### src/rtl/counter_seq_pkg.sv
// counter_seq_pkg
// Shared types for the counter_seq interval counter.
//   state_t : two-state FSM encoding (IDLE, RUN).
// Optional feature macro used by the design: COUNTER_SEQ_BUSY_EN.
package counter_seq_pkg;

  typedef enum logic {
    IDLE = 1'b0,
    RUN  = 1'b1
  } state_t;

endpackage

### src/rtl/counter_seq_if.sv
// counter_seq_if
// Control/status bundle of the counter_seq interval counter.
//   enable     : level gate, low forces the counter idle
//   start_strb : start / restart request
//   cntr       : current count value (dw bits)
//   strb       : one-cycle completion pulse
//   busy       : high while an interval runs (only with COUNTER_SEQ_BUSY_EN)
// Modports: master drives enable/start_strb, slave (the counter) drives
// cntr/strb/busy.
interface counter_seq_if #(
  parameter int dw = 8
);

  logic          enable;
  logic          start_strb;
  logic [dw-1:0] cntr;
  logic          strb;
`ifdef COUNTER_SEQ_BUSY_EN
  logic          busy;

  modport master (output enable, output start_strb,
                  input  cntr,   input  strb, input busy);
  modport slave  (input  enable, input  start_strb,
                  output cntr,   output strb, output busy);
`else
  modport master (output enable, output start_strb,
                  input  cntr,   input  strb);
  modport slave  (input  enable, input  start_strb,
                  output cntr,   output strb);
`endif

endinterface

### src/rtl/counter_seq.sv
// counter_seq
// One-shot interval counter. A start request launches a count from 0 up to
// `max`; one cycle after the terminal count is reached a single-cycle `strb`
// is emitted. Feeding strb back into start_strb gives a periodic tick with a
// period of max+2 clocks.
// Parameters:
//   dw  : counter width in bits
//   max : terminal count (dw bits, 0 allowed)
// Ports:
//   clk   : system clock
//   reset : asynchronous, active-high reset
//   bus   : counter_seq_if.slave (enable, start_strb in; cntr, strb out)
// Optional feature: define COUNTER_SEQ_BUSY_EN to drive bus.busy, high while
// the FSM is in RUN.
module counter_seq
  import counter_seq_pkg::*;
#(
  parameter int            dw  = 8,
  parameter logic [dw-1:0] max = dw'(8'h7E)
) (
  input  logic          clk,
  input  logic          reset,
  counter_seq_if.slave  bus
);

  state_t        state_q, state_d;
  logic [dw-1:0] cntr_q,  cntr_d;
  logic          strb_q,  strb_d;

  always_comb begin
    state_d = state_q;
    cntr_d  = cntr_q;
    strb_d  = 1'b0;

    if (!bus.enable) begin
      // Dropping enable abandons any interval in flight and masks starts.
      state_d = IDLE;
      cntr_d  = '0;
    end else begin
      case (state_q)
        IDLE: begin
          cntr_d = '0;
          if (bus.start_strb) begin
            state_d = RUN;
          end
        end
        RUN: begin
          if (bus.start_strb) begin
            // Restart wins over terminal count: the aborted interval
            // produces no strobe.
            cntr_d = '0;
          end else if (cntr_q == max) begin
            state_d = IDLE;
            cntr_d  = '0;
            strb_d  = 1'b1;
          end else begin
            cntr_d = cntr_q + 1'b1;
          end
        end
        default: begin
          state_d = IDLE;
          cntr_d  = '0;
        end
      endcase
    end
  end

  always_ff @(posedge clk or posedge reset) begin
    if (reset) begin
      state_q <= IDLE;
      cntr_q  <= '0;
      strb_q  <= 1'b0;
    end else begin
      state_q <= state_d;
      cntr_q  <= cntr_d;
      strb_q  <= strb_d;
    end
  end

  assign bus.cntr = cntr_q;
  assign bus.strb = strb_q;

`ifdef COUNTER_SEQ_BUSY_EN
  assign bus.busy = (state_q == RUN);
`endif

endmodule

### src/flat_wrapper.sv
// flat-port wrapper written by rule: the top's interface ports become plain ports
module counter_seq_flat import counter_seq_pkg::*;
#(
  parameter int            dw  = 8,
  parameter logic [dw-1:0] max = dw'(8'h7E)
)
  (clk, reset, bus_enable, bus_start_strb, bus_cntr, bus_strb);
  counter_seq_if #(.dw(dw)) bus_i ();
  input  logic clk;
  input  logic reset;
  input wire logic [$bits(bus_i.enable)-1:0] bus_enable;
  input wire logic [$bits(bus_i.start_strb)-1:0] bus_start_strb;
  output wire logic [$bits(bus_i.cntr)-1:0] bus_cntr;
  output wire logic [$bits(bus_i.strb)-1:0] bus_strb;
  assign bus_i.enable = bus_enable;
  assign bus_i.start_strb = bus_start_strb;
  assign bus_cntr = bus_i.cntr;
  assign bus_strb = bus_i.strb;
  counter_seq #(.dw(dw), .max(max)) u_core (.clk(clk), .reset(reset), .bus(bus_i));
endmodule
### config.mk
export PLATFORM = sky130hd
export DESIGN_NAME = counter_seq_flat
export DESIGN_NICKNAME = d
export VERILOG_FILES = /design/src/rtl/counter_seq_pkg.sv /design/src/rtl/counter_seq_if.sv /design/src/rtl/counter_seq.sv /design/src/flat_wrapper.sv
export SDC_FILE = /design/constraint.sdc
export NUM_CORES = 1
export LEC_CHECK = 0
export CAP_MARGIN = 20
export CELL_PAD_IN_SITES_DETAIL_PLACEMENT = 1
export CELL_PAD_IN_SITES_GLOBAL_PLACEMENT = 2
export CORE_MARGIN = 1
export CORE_UTILIZATION = 29
export CTS_CLUSTER_SIZE = 12
export DETAILED_ROUTE_END_ITERATION = 8
export GPL_TIMING_DRIVEN = 0
export PLACE_DENSITY = 0.75
export SYNTH_ARGS = -nofsm -noshare
export SYNTH_HDL_FRONTEND = slang
export SYNTH_SLANG_ARGS = --single-unit
export TNS_END_PERCENT = 20
### constraint.sdc
create_clock -name clk -period 3.2 [get_ports clk]
set_input_delay 0.32 -clock clk [delete_from_list [all_inputs] [get_ports clk]]
set_output_delay 0.32 -clock clk [all_outputs]
set_load 0.005 [all_outputs]
# Word level (Yosys, flattened, before mapping)
# Index checks and enable logic that the tools add are counted.
# totals
regBits	10
out_inout_bits	9
word_cells	19
# classes
add_sub_neg	1
eq_ne	1
mux	13
bitwise_logic	1
# op_table
cell	count
2-to-1 mux 8 bit	3
one-hot mux 8 bit (2 select lines)	1
adder 8 x 1 -> 8 bit, second input constant	1
equality test 8 x 7 -> 1 bit, second input constant	1
2-to-1 mux 1 bit	8
one-hot mux 1 bit (2 select lines)	1
inverter 1 bit	1

# Logic depth before layout (Yosys ltp)
# Gate-level depths: netlist of run 1.
# logic_depth
word_depth	5
ltp_mapped	5

# Worst setup path before layout of run 1
# No wires, ideal clock.
# synth_timing
kind	register -> register
start	register u_core.cntr_q[0] (netlist: u_core.bus.cntr[0])
end	register u_core.cntr_q[7] (netlist: u_core.bus.cntr[7])
setup_ps	78
arrival_time_ps	1300
t_required_ps	3122
setup_slack_ps	1822
path_stages_with_launch	5
path_cell_list	dfrtp_1 > inv_1 > ha_1 > or4_1 > a21oi_1
# synth_via
elab_chain_len	5
# synth_lines
element	line	rtl
from (decl)	counter_seq.sv:27	logic [dw-1:0] cntr_q, cntr_d;
from (signal assigned)	counter_seq.sv:75	cntr_q <= cntr_d;
adder 8 x 1 -> 8 bit or equality test 8 x 7 -> 1 bit (tied branches)	counter_seq.sv:57, counter_seq.sv:52	
2-to-1 mux 8 bit *	counter_seq.sv:52	end else if (cntr_q == max) begin
2-to-1 mux 8 bit *	counter_seq.sv:48	if (bus.start_strb) begin
one-hot mux 8 bit (2 select lines) *	counter_seq.sv:40	case (state_q)
2-to-1 mux 8 bit *	counter_seq.sv:35	if (!bus.enable) begin
named net u_core.cntr_d[7]	counter_seq.sv:27	
# Mark *: on every way through the listed nets, which the timed path passes. The rest lies on a longest branch.

# Worst setup path after layout of run 1
# layout_timing
start	register u_core.cntr_q[2] (netlist: u_core.bus.cntr[2])
end	output port bus_cntr[2]
# layout_lines
element	line	rtl
to (decl)	flat_wrapper.sv:13	output wire logic [$bits(bus_i.cntr)-1:0] bus_cntr;
# No word-level cell between the ends.

==> impl_results.md, run 1 <==
* Syn Inst Count at 49
* Yosys warns at 0
* FP Rows at 14
* Setup crit start kind: register
* Clock insertion delay at the later pin of the skew report at 0.27 ns
* Final setup viols at 0
* Async SR Flop Fraction at 100%
* Top cells by count, synth: dfrtp_1, nand2_1, inv_1, nor2_1
* Main combinational cell family by area after synthesis: simple AND/OR/NAND/NOR gates
* Hold Vio Cnt, Final at 0
* Comb pwr share at under 10%
* Flops & latches, synth at 10
* N_diodes at 0
* Clock transition at the registers of the reported paths at 0.07 ns
* Core Box Area at 0.00156 mm2
* Routing usage on met2 at 18.5%
* Netlist cell types at 24
* GRT Total Usage at about 14%
* Post-Synth XOR/XNOR Area at roughly 3.5%
* Number of global-route vias before repair at 379
* RSZ-0062 raised after global routing: no
* Sequential fraction of the synthesis area at between 40% and 50%
* Compound-Gate Fraction of Synth Area at 13.6%
* Pin count of the biggest net entering global routing at 11
* Clock network fraction of design power at 45.2%
* Psw at 58.6 uW
* GPL Wtd Cong at 0.717
* CTS tree: done
* Min-Delay Path Class: primary input to asynchronous set/reset pin
* Post-Synthesis Cell Area at 504 um2
* DRC at 1
* Count leader, synth: dfrtp_1
* Number of routed nets with antenna violations at 0
* Critical Path, Cell by Cell: clkdlybuf4s50_1
* Fill count at 180
* Crit path required time at 2.88 ns
* Crit path arrival time at 1.30 ns
* Maximum buffer depth of the clock tree at 2
* Int Pwr at 204 uW
* Flop2flop setup slack at 1.63 ns
* Vias post-DR at about 430
* Synthesized Nets at 55
* Tmin final at 1.62 ns
* Layout Skew at 0.00108 ns
* Worst Max-Slew Pin Slew at 0.515 ns
* Average wire per standard cell at between 10 and 15 um
* Share of layout cells above drive strength 1 at roughly 9%
* Outcome: finished with violations
* Post-synth EDFFs at 0
* GR met3 Demand/Resource at 6.25%
* Critical path buffers and inverters at 1
* Family with the most delay on the worst path: buffers and inverters
* Critical Path Slowest Stage Cell: clkdlybuf4s50_1
* Initial core utilization at between 30% and 40%
* Synth Flop Type: dfrtp_1
* Final worst-path cycle share at a little over 50%
* Critical path endpoint category: output port
* Final max-slew violation count at 0
* Post-Synth Adder-Cell Area at 4.96%
* Clock sink count at 10
* Initial antenna violation count at 0
* Mean Syn Cell Area at 10.3 um2
* Sequential power share at 49.6%
* Pleak at between 0.2 and 0.3 nW
* Yosys top cell area share at 49.6%
* Gr busiest metal: met1
* Detail Placement HPWL at 821 um
* CP max FO at 6
* Clock Tree Root: clkbuf_4
* I/O pin cnt at 13
* Switching Share at between 20 and 25%
* Congestion Overflow GR at 0
* Die width at 43.7 um
* Worst r2r src: u_core.bus.cntr[0]
* Peak VDD IR at 0.000185 V
* Critical Path Max Stage Delay at 0.55 ns
* Max Cap Viol at 0
* Crit Path Class: register to output port
* F_max at approximately 620 MHz
* First-pass DRT Iterations at 6
* First-pass GRT wire length at roughly 1900 um
* Synth Area in Simple Gates at between 20% and 30%
* Postcts setup bufs at 0
* Cell area power density at 385 mW/mm2
* Met1 Use GR at between 20% and 30%
* Area grow syn2layout at 35.0%
* Final WL at 1140 um
* Die area at 0.00191 mm2
* Total power at 262 uW
* CTS H-tree depth at 1
* Violated checks: DRC
* IO buf count at 12
* Nets at 72
* Post-CTS Resized at 0
* Worst R2R Path Depth at 5
* Cell taking the most area after synthesis: dfrtp_1
* Die Ht at 43.7 um
* Avg Vias per Cell at 5.28
* CTS Hold Buffers Added at 0
* Initial DRC Count at 11
* Multiplexer share of the synthesized area at 0%
* Total CTS buffers at 3
* Ranking of synthesized cells by area: dfrtp_1, ha_1, nand4_4, nand2_1, inv_1
* Setup TNS at 0 ns
* Worst slew margin at roughly two thirds
* Worst R2R End: u_core.bus.cntr[3]
layout by cell type, fill, tap and decap left out:
| cell | synthesis | final |
|---|---|---|
| nand2_1 | 5 | 5 |
| xor2_1 | 1 | 1 |
| a31oi_1 | 1 | 1 |
| nor4b_1 | 1 | 1 |
| a31o_2 | 1 | 1 |
| xnor2_1 | 1 | 1 |
| nand4_4 | 1 | 1 |
| o211ai_1 | 1 | 1 |
| nand3_1 | 2 | 2 |
| nor2_1 | 4 | 4 |
| nor3_1 | 2 | 2 |
| and3b_1 | 1 | 1 |
| a21oi_1 | 2 | 2 |
| ha_1 | 2 | 2 |
| o21bai_1 | 1 | 1 |
| nand3b_1 | 2 | 2 |
| clkdlybuf4s50_1 | 0 | 12 |
| o21ai_0 | 2 | 2 |
| or4_1 | 1 | 1 |
| dfrtp_1 | 10 | 10 |
| o31a_1 | 1 | 1 |
| inv_1 | 4 | 4 |
| clkbuf_8 | 0 | 1 |
| clkbuf_4 | 0 | 3 |
| nor2b_1 | 1 | 1 |
| a311o_1 | 1 | 1 |
| nand4_1 | 1 | 1 |
worst max path at each step:
stage | from | to | slack, ns | depth (start not counted)
2_1_floorplan | u_core.bus.cntr[0] | u_core.bus.cntr[7] | 1.82 | 4
5_1_grt | u_core.bus.cntr[0] | u_core.bus.cntr[3] | 1.44 | 5
4_1_cts | u_core.bus.cntr[2] | bus_cntr[2] | 1.56 | 1
3_3_place_gp | u_core.bus.cntr[0] | u_core.bus.cntr[2] | 1.59 | 5
6_report | u_core.bus.cntr[2] | bus_cntr[2] | 1.58 | 1
3_5_place_dp | u_core.bus.cntr[0] | u_core.bus.cntr[3] | 1.59 | 5
routing by layer:
metal  vias up  part of all wire (%)  routed length (um)
li1        209                     -                   -
met4         0                   1.5                  17
met3         2                   5.4                  62
met2        11                    44                 500
met5         -                     0                   0
met1       206                    49                 559
metrics by stage:
step           util (%)  cell area [um2]  cells  hold slack (ns)  setup WS [ns]
2_1_floorplan         -              504     49            0.160           1.82
3_3_place_gp       41.3              644     77            0.530           1.59
3_5_place_dp       41.3              644     77            0.540           1.59
4_1_cts            43.7              681     81            0.333           1.56
5_1_grt            43.7              681     81            0.360           1.44
6_report           43.7              681     81            0.324           1.58
kinds of logic (layout without fill, tap and decap cells):
kind of cell / after synthesis / in the layout
AO/OA/AOI/OAI: 10 / 10
XOR/XNOR: 2 / 2
adder cells (fa/ha/maj): 2 / 2
buffers and inverters: 4 / 20
flip-flops: 10 / 10
AND/OR/NAND/NOR: 21 / 21
worst register-to-register path: cells and delay by family (launching register included):
kind | cells | cell delay, ns
buf+inv | 1 | 0.09
simple gates | 2 | 0.25
fa+ha+maj | 1 | 0.18
compound gates | 1 | 0.46
flops | 1 | 0.45
final cells by class:
type / count / area (um2) / share of cell area [%]
sequential: 10 / 250 / 36.8
clock buffer: 4 / 36.3 / 5.33
multi-input combinational: 35 / 239 / 35.1
timing repair buffer: 12 / 120 / 17.6
tap: 16 / 20.0 / 2.94
inverter: 4 / 15.0 / 2.21
power by group through the flow:
stage | clock network, mW | logic [mW] | registers (mW)
2_1_floorplan | 0 | 0.00609 | 0.132
3_3_place_gp | 0 | 0.0136 | 0.133
3_5_place_dp | 0 | 0.0140 | 0.133
4_1_cts | 0.121 | 0.0138 | 0.130
5_1_grt | 0.129 | 0.0155 | 0.130
6_report | 0.119 | 0.0135 | 0.130
sequential cells by signal, indices dropped and copies added (netlist names):
signal,cells
u_core.bus.cntr,8
u_core.bus.strb,1
u_core.state_q,1
Note: power is estimated with default switching activity, not from simulation.
==> run 2, diff against run 1 <==
- CORE_UTILIZATION: 29 -> 27
- PLACE_DENSITY: 0.75 -> 0.71
- clock period: 3.2 -> 1.61 ns (I/O delays scaled with it)
==> impl_results.md, run 2 (same netlist as run 1, synthesis figures left out) <==
* Multi-input logic area at 239 um2 (unchanged)
* Fin util at 38.9% (was 43.7%)
* CTS tree: done (unchanged)
* CTS H-tree depth at 1 (unchanged)
* GRT Total Usage at 15.1% (was 14.4%)
* Critical Path Max Stage Delay at 0.52 ns (was 0.55 ns)
* First-pass DRT Iterations at 4 (was 6)
* Number of global-route vias before repair at 440 (was 379)
* Area grow syn2layout at 34.5% (was 35.0%)
* Critical path endpoint category: register (was output port)
* Max Cap Viol at 0 (unchanged)
* Die Ht at 45.2 um (was 43.7 um)
* Register Area at 250 um2 (unchanged)
* Clock Tree Root: clkbuf_4 (unchanged)
* First-pass GRT wire length at 2060 um (was 1930 um)
* F_max at 669 MHz
* Worst slew margin at 73.6% (was 65.3%)
* Min-Delay Path Class: primary input to asynchronous set/reset pin (unchanged)
* Crit path required time at 1.79 ns (was 2.88 ns)
* Critical path buffers and inverters at 1 (unchanged)
* CP max FO at 7 (was 6)
* Final setup viols at 0 (unchanged)
* Fill count at 212 (was 180)
* Pin count of the biggest net entering global routing at 11 (unchanged)
* Initial core utilization at 28.9% (was 32.3%)
* Average wire per standard cell at 13.1 um (was 14.1 um)
* Crit path arrival time at 1.68 ns (was 1.30 ns)
* GPL Wtd Cong at 0.730 (was 0.717)
* Design Area, Final at 678 um2 (was 681 um2)
* Congestion Overflow GR at 0 (unchanged)
* Core Box Area at 0.00175 mm2 (was 0.00156 mm2)
* Initial antenna violation count at 0 (unchanged)
* Cell area power density at 672 mW/mm2 (was 385 mW/mm2)
* Final worst-path cycle share at 92.9%
* N_diodes at 0 (unchanged)
* Detail Placement HPWL at 853 um (was 821 um)
* Layout Skew at 0.00214 ns (was 0.00108 ns)
* Number of routed nets with antenna violations at 0 (unchanged)
* Worst Max-Slew Pin Slew at 0.396 ns (was 0.515 ns)
* Pleak at 0.286 nW (was 0.293 nW)
* Total CTS buffers at 3 (unchanged)
* Die area at 0.00204 mm2 (was 0.00191 mm2)
* DRC at 0 (was 1)
* WP depth at 4 (was 1)
* Peak VDD IR at 0.000354 V (was 0.000185 V)
* Most common cell after layout, fill and taps aside: clkdlybuf4s50_1 (unchanged)
* Initial DRC Count at 6 (was 11)
* RSZ-0062 raised after global routing: no (unchanged)
* FP Rows at 15 (was 14)
* Nets at 72 (unchanged)
* Flop2flop setup slack at 0.11 ns (was 1.63 ns)
* Maximum buffer depth of the clock tree at 2 (unchanged)
* Vias post-DR at 443 (was 428)
* Most frequent cells in the layout: clkdlybuf4s50_1, dfrtp_1, nand2_1 (unchanged)
* Worst r2r src: u_core.bus.cntr[0] (unchanged)
* I/O pin cnt at 13 (unchanged)
* Clock transition at the registers of the reported paths at 0.06 ns (was 0.07 ns)
* Worst R2R Path Depth at 4 (was 5)
* Hold Vio Cnt, Final at 0 (unchanged)
* Max reg flops at 8 (unchanged)
* Critical Path Slowest Stage Cell: or4_1 (was clkdlybuf4s50_1)
* Post-Place Cell Area at 656 um2 (was 644 um2)
* Critical Path, Cell by Cell: inv_1 -> ha_1 -> or4_1 -> a21oi_1 (was clkdlybuf4s50_1)
* Family with the most delay on the worst path: simple AND/OR/NAND/NOR gates (was buffers and inverters)
* Final max-slew violation count at 0 (unchanged)
* Final WL at 1160 um (was 1140 um)
* Clock sink count at 10 (unchanged)
* Setup crit start kind: register (unchanged)
* Tmin final at 1.50 ns
* Crit Path Class: register to register (was register to output port)
* Worst R2R End: u_core.bus.cntr[7] (was u_core.bus.cntr[3])
* IO buf count at 12 (unchanged)
* Die width at 45.2 um (was 43.7 um)
* Clock insertion delay at the later pin of the skew report at 0.26 ns (was 0.27 ns)
* Avg Vias per Cell at 4.98 (was 5.28)
* Setup TNS at 0 ns (unchanged)
* Outcome: finished clean (was finished with violations)
* Share of layout cells above drive strength 1 at 7.81% (was 9.23%)
==> run 2: layout make-up <==
| class | count | share of cell area, % |
|---|---|---|
| Tap cell | 25 | 4.61 |
| Sequential cell | 10 | 36.9 |
| Multi-Input combinational cell | 35 | 35.2 |
| Clock buffer | 3 | 3.32 |
| Inverter | 4 | 2.21 |
| Timing Repair Buffer | 12 | 17.7 |
==> run 2: per-layer routing <==
| layer | vias to the layer above | global-route usage (%) | routed length [um] |
|---|---|---|---|
| li1 | 210 | - | - |
| met1 | 224 | 19.9 | 571 |
| met2 | 7 | 21.4 | 550 |
| met3 | 2 | 3.60 | 31 |
| met4 | 0 | 10.9 | 9 |
| met5 | - | 0 | 0 |
==> run 2: worst max path at each step <==
stage                            start                  to
finish              u_core.bus.cntr[0]  u_core.bus.cntr[7]
global route        u_core.bus.cntr[0]  u_core.bus.cntr[7]
CTS                 u_core.bus.cntr[0]  u_core.bus.cntr[3]
detailed placement  u_core.bus.cntr[0]  u_core.bus.cntr[3]
global placement    u_core.bus.cntr[0]  u_core.bus.cntr[2]
floorplan           u_core.bus.cntr[0]  u_core.bus.cntr[7]
==> run 2: what timing repair did <==
| action | in CTS | in global routing |
|---|---|---|
| setup endpoints to repair | 0 | 4 |
| resized for setup | 0 | 1 |
| hold buffers | 0 | 0 |
| setup buffers | 0 | 0 |
==> run 2: power by group <==
part	internal [mW]	switching (mW)	leakage (nW)	total, mW
clock network	0.0863	0.0840	0.0138	0.170
registers	0.255	0.00393	0.138	0.259
logic	0.0129	0.0140	0.135	0.0270
==> run 2: worst register-to-register path, cell delays in order, from the launching register on <==
cell and delay (ns):
dfrtp_1 0.45, inv_1 0.07, ha_1 0.22, or4_1 0.52, a21oi_1 0.15
==> run 2: through the flow <==
step	setup slack (ns)	power, mW	hold slack (ns)	instances
after detailed placement	0.0488	0.291	0.490	86
after floorplan	0.232	0.275	0.00118	49
after global routing	0.0141	0.484	0.231	89
after CTS	0.0276	0.469	0.192	89
after global placement	0.00435	0.290	0.474	86
final	0.114	0.456	0.195	89
